==> src/rtl/ctrl_pkg.sv <==
// Shared definitions for the ula_ctrl sequencer: opcodes, ALU codes,
// FSM state encoding and the bit positions of the latched IR fields.
package ctrl_pkg;

   localparam int NREG   = 8;   // register count, fixed by 3-bit fields
   localparam int IR_W   = 9;   // IR keeps only opcode, rX and rY
   localparam int OP_HI  = 8;
   localparam int OP_LO  = 6;
   localparam int RX_HI  = 5;
   localparam int RX_LO  = 3;
   localparam int RY_HI  = 2;
   localparam int RY_LO  = 0;

   typedef enum logic [2:0] {
      OP_MV   = 3'd0,
      OP_MVI  = 3'd1,
      OP_ADD  = 3'd2,
      OP_SUB  = 3'd3,
      OP_NAND = 3'd4,
      OP_MVNZ = 3'd5,
      OP_RSV6 = 3'd6,
      OP_RSV7 = 3'd7
   } opcode_t;

   typedef enum logic [1:0] {
      ULA_ADD  = 2'd0,
      ULA_SUB  = 2'd1,
      ULA_NAND = 2'd2,
      ULA_NOP  = 2'd3
   } ula_op_t;

   typedef enum logic [1:0] {
      S_IDLE = 2'd0,
      S_T1   = 2'd1,
      S_T2   = 2'd2,
      S_T3   = 2'd3
   } state_t;

endpackage

==> src/rtl/dec3to8.sv <==
// 3-bit to one-hot 8 decoder with enable; used for the register load
// and register bus-drive enables.
module dec3to8 (
   input  logic       en,
   input  logic [2:0] sel,
   output logic [7:0] y
);

   genvar gi;
   generate
      for (gi = 0; gi < 8; gi++) begin : g_bit
         assign y[gi] = en && (sel == 3'(gi));
      end
   endgenerate

endmodule

==> src/rtl/ula_ctrl.sv <==
// Multi-cycle instruction sequencer for the 16-bit datapath.
// Optional feature: define MVNZ_EN to decode opcode 5 as mvnz
// (move if G is non-zero); otherwise opcode 5 is reserved.
module ula_ctrl
   import ctrl_pkg::*;
#(
   parameter int IW = 16
) (
   input  logic            clk,
   input  logic            reset,
   input  logic            run,
   input  logic [IW-1:0]   din,
   input  logic            g_zero,
   output logic            ir_in,
   output logic [NREG-1:0] r_in,
   output logic [NREG-1:0] r_out,
   output logic            din_out,
   output logic            a_in,
   output logic            g_in,
   output logic            g_out,
   output logic [1:0]      op_select,
   output logic            done
);

   state_t            state_reg, state_next;
   logic [IR_W-1:0]   ir_reg, ir_next;
   opcode_t           opcode;
   logic [2:0]        rx, ry;
   logic              rin_en, rout_en;
   logic [2:0]        rin_sel, rout_sel;
   logic              unused_bits;

   assign opcode = opcode_t'(ir_reg[OP_HI:OP_LO]);
   assign rx     = ir_reg[RX_HI:RX_LO];
   assign ry     = ir_reg[RY_HI:RY_LO];

   // Low instruction bits carry no meaning; g_zero only matters for mvnz.
   assign unused_bits = ^{din[IW-IR_W-1:0], g_zero};

   dec3to8 u_dec_in  (.en(rin_en),  .sel(rin_sel),  .y(r_in));
   dec3to8 u_dec_out (.en(rout_en), .sel(rout_sel), .y(r_out));

   // State and instruction register; reset aborts any instruction in flight.
   always_ff @(posedge clk) begin
      if (reset) begin
         state_reg <= S_IDLE;
         ir_reg    <= '0;
      end else begin
         state_reg <= state_next;
         ir_reg    <= ir_next;
      end
   end

   // Next-state and control outputs; everything is forced idle while reset is high.
   always_comb begin
      state_next = state_reg;
      ir_next    = ir_reg;
      ir_in      = 1'b0;
      rin_en     = 1'b0;
      rin_sel    = rx;
      rout_en    = 1'b0;
      rout_sel   = ry;
      din_out    = 1'b0;
      a_in       = 1'b0;
      g_in       = 1'b0;
      g_out      = 1'b0;
      op_select  = ULA_NOP;
      done       = 1'b0;
      if (!reset) begin
         case (state_reg)
            S_IDLE: begin
               if (run) begin
                  ir_in      = 1'b1;
                  ir_next    = din[IW-1 -: IR_W];
                  state_next = S_T1;
               end
            end
            S_T1: begin
               state_next = S_IDLE;
               case (opcode)
                  OP_MV: begin
                     rout_en = 1'b1;
                     rin_en  = 1'b1;
                     done    = 1'b1;
                  end
                  OP_MVI: begin
                     din_out = 1'b1;
                     rin_en  = 1'b1;
                     done    = 1'b1;
                  end
                  OP_ADD, OP_SUB, OP_NAND: begin
                     rout_sel   = rx;
                     rout_en    = 1'b1;
                     a_in       = 1'b1;
                     state_next = S_T2;
                  end
`ifdef MVNZ_EN
                  OP_MVNZ: begin
                     rout_en = !g_zero;
                     rin_en  = !g_zero;
                     done    = 1'b1;
                  end
`endif
                  default: begin
                     done = 1'b1;
                  end
               endcase
            end
            S_T2: begin
               rout_en    = 1'b1;
               g_in       = 1'b1;
               state_next = S_T3;
               case (opcode)
                  OP_ADD:  op_select = ULA_ADD;
                  OP_SUB:  op_select = ULA_SUB;
                  OP_NAND: op_select = ULA_NAND;
                  default: op_select = ULA_NOP;
               endcase
            end
            S_T3: begin
               g_out      = 1'b1;
               rin_en     = 1'b1;
               done       = 1'b1;
               state_next = S_IDLE;
            end
            default: begin
               state_next = S_IDLE;
            end
         endcase
      end
   end

endmodule

==> config.mk <==
export PLATFORM = sky130hd
export DESIGN_NAME = ula_ctrl
export DESIGN_NICKNAME = d
export VERILOG_FILES = /design/src/rtl/ctrl_pkg.sv /design/src/rtl/dec3to8.sv /design/src/rtl/ula_ctrl.sv
export SDC_FILE = /design/constraint.sdc
export NUM_CORES = 1
export LEC_CHECK = 0
export ABC_AREA = 1
export CAP_MARGIN = 10
export CORE_ASPECT_RATIO = 1.5
export CORE_MARGIN = 4
export CORE_UTILIZATION = 34
export DETAILED_ROUTE_END_ITERATION = 10
export PLACE_DENSITY = 0.84
export SLEW_MARGIN = 30
export SYNTH_ARGS = -nofsm -noshare
export SYNTH_HDL_FRONTEND = slang
export SYNTH_SLANG_ARGS = --single-unit
export TNS_END_PERCENT = 1
==> constraint.sdc <==
create_clock -name clk -period 1.3 [get_ports clk]
set_input_delay 0.26 -clock clk [delete_from_list [all_inputs] [get_ports clk]]
set_output_delay 0.26 -clock clk [all_outputs]
set_load 0.02 [all_outputs]
==> flow_summary.yaml <==
timing:
  finalHoldViolations: 0
  fmaxAchievable_mhz: 515.3
  fin_tns_setup_ns: -11.41
  grt_setup_unrepaired: "yes"
  timing.final.crit_share_pct: 149.3
  slew_violations: 0
  max_slew.worst_pin.slew_ns: 0.3890
  max_slew_margin_pct: 74.07
  finalSetupViolCount: 24
  finalHoldWorstSlack_ns: 0.5625
  worst_slack_ns: -0.6405
  fin_skew_ns: 0.009688
  post-route-min-period_ns: 1.941
finish:
  layout.cells.non_filler: 211
  largest_reg_flops: 9
  fillCellCount: 183
  layout_common_cells: "33 x buf_4, 16 x nand2_1, 14 x nand2_2, 14 x buf_6, 12 x inv_1"
  regArea_um2: 226.5
  layout-drive-gt1-share_pct: 53.19
  utilization_pct: 70.36
  area_growth_pct: 96.25
  n_antenna_cell: 0
  layout_commonest_cell: "buf_4"
  num-nets-final: 213
  multi_input_area_um2: 686.9
clock_tree:
  cts_num_sinks: 11
  cts_max_path_buffers: 2
  cts_inserted_buffers: 3
  htree_levels: 1
  cts_hold_buffers: 0
  path_clk_slew_ns: 0.08
  clock-root-buffer: "clkbuf_4"
  cts_tree: "done"
  clk_latency_ns: 0.29
route:
  num_vias: 1074
  drtAntennaViolNets: 0
  drt_iter0_markers: 43
  wl_per_cell_um: 12.74
  drtPass1Iterations: 4
  drt-vias-per-instance: 5.090
  drc: 0
  wl_um: 2688
pwr:
  p_seq_share_pct: 25.7
  powerDensity_nw_per_um2: 1145
  vdd_drop_max_mv: 0.6401
  combPwrFrac_pct: 60.0
  swShare_pct: 44.30
  p_int_uw: 1002
  clkPwrFrac_pct: 14.2
  leakagePower_uw: 0.0007184
  p_switching_uw: 797.1
logic_synthesis:
  synth_warnings: 0
  yosysTopAreaCell: "dfxtp_1"
  yosysTopAreaCellShare_pct: 27.50
  seq_area_frac_synth_pct: 27.50
  yosys_register_bits: 11
  avgSynthCellArea_um2: 6.458
  synthCells: 124
  ys_types: 20
  syn_area_um2: 800.8
  synth_area_leaders: "dfxtp_1 28%, nand2_1 13%, nor2_1 8.9%"
  synth_nets: 148
status:
  violations: "negative setup slack"
  outcome: "finished, violations left"
placed_design:
  port_buffers: 35
  post-dp-hpwl_um: 2052
  dp.cells: 206
  place_congestion: 0.9000
floorplanning:
  die_w_um: 47.63
  start_util_pct: 35.85
  die_y_um: 67.44
  dieArea_um2: 3212
  rows: 21
  core-area_um2: 2233
  io_pins: 44
grt:
  antenna_found_initial: 0
  grt_pass1_vias: 963
  grt_max_degree: 19
  grtUsageTotal_pct: 18.36
  grt_pass1_wl_um: 4229
  overflow: 0
setup_path:
  critPathCaptureType: "output pin"
  crit_type: "reg2out"
  cp.required_ns: 1.04
  slowest_delay_ns: 0.34
  worst-path-max-fanout: 4
  start_kind: "flop"
  cp.arrival_ns: 1.68
  crit_slowest_cell: "dfxtp_2"
  ff2ff_setup_slack_ns: 0.05
  cp_cell_sequence: "inv_2 -> buf_4 -> ha_4 -> a21boi_4 -> nand2_4 -> nor2_4 -> buf_6"
run:
  maxCapViolations: 0
worst_hold_path:
  hp-class: "reg2reg"
-- worst max-delay path: cells and delay by family, from the launching register on --
kind | cells | cell delay, ns
compound gates | 1 | 0.23
fa+ha+maj | 1 | 0.25
simple gates | 2 | 0.25
buf+inv | 3 | 0.30
flops | 1 | 0.34
-- layout make-up --
type	instances	share of cell area (%)
Multi-Input combinational cell	94	43.71
Timing Repair Buffer	61	33.92
Sequential cell	11	14.41
Inverter	18	4.459
Tap cell	23	1.831
Clock buffer	4	1.672
-- final timing paths --
kind                                 from        end  cells after the start
worst max register to register       flop       flop                      7
worst max-delay path                 flop   r_out[0]                      7
worst min register to register  ir_reg[1]  ir_reg[1]                      3
worst min-delay path            ir_reg[1]  ir_reg[1]                      3
-- kinds of logic after synthesis --
kind of cell	share of synthesized area, %
DFF	27.50
and+or+nand+nor	37.34
buffers and inverters	9.531
AOI/OAI and AO/OA	19.38
adders and majority gates	6.250
-- per-stage QoR --
step           worst slack (ns)  instance area [um2]  total power, uW
2_1_floorplan           -0.2278                889.6            988.0
3_3_place_gp             -1.070                 1454             1357
3_5_place_dp             -1.147                 1454             1391
4_1_cts                 -0.6399                 1515             1722
5_1_grt                 -0.7285                 1572             1918
6_report                -0.6405                 1572             1799
-- what timing repair did --
action | CTS | global route
setup buffers | 0 | 0
pin swaps | 8 | 1
setup endpoints to repair | 25 | 34
cloned | 1 | 0
resized for setup | 139 | 18
-- routing by layer --
| metal | vias up | GRT usage, % | part of all wire (%) |
|---|---|---|---|
| met1 | 490 | 20.45 | 38 |
| met5 | - | 0 | 0 |
| met2 | 44 | 31.71 | 52 |
| li1 | 529 | - | - |
| met4 | 0 | 10.44 | 3.9 |
| met3 | 11 | 2.400 | 6.0 |
-- power groups by stage --
stage	registers (uW)	clock network [uW]	logic [uW]
global route	470	281	1170
finish	463	256	1080
floorplan	455	0	533
detailed placement	462	0	930
global placement	459	0	898
CTS	459	257	1010
-- cell usage after synthesis --
library cell / number
nand3_1: 1
o21ai_0: 11
o211ai_1: 1
nand2_4: 1
a21boi_4: 1
o31ai_1: 1
inv_2: 2
nand2_1: 28
a21oi_1: 12
inv_1: 16
nor2_8: 1
ha_1: 4
nand3_4: 1
nand4_1: 6
clkbuf_1: 1
a31oi_1: 1
dfxtp_1: 11
nor2_1: 19
nand2_2: 5
buf_2: 1
No activity file was read; power rests on OpenSTA's default activity.
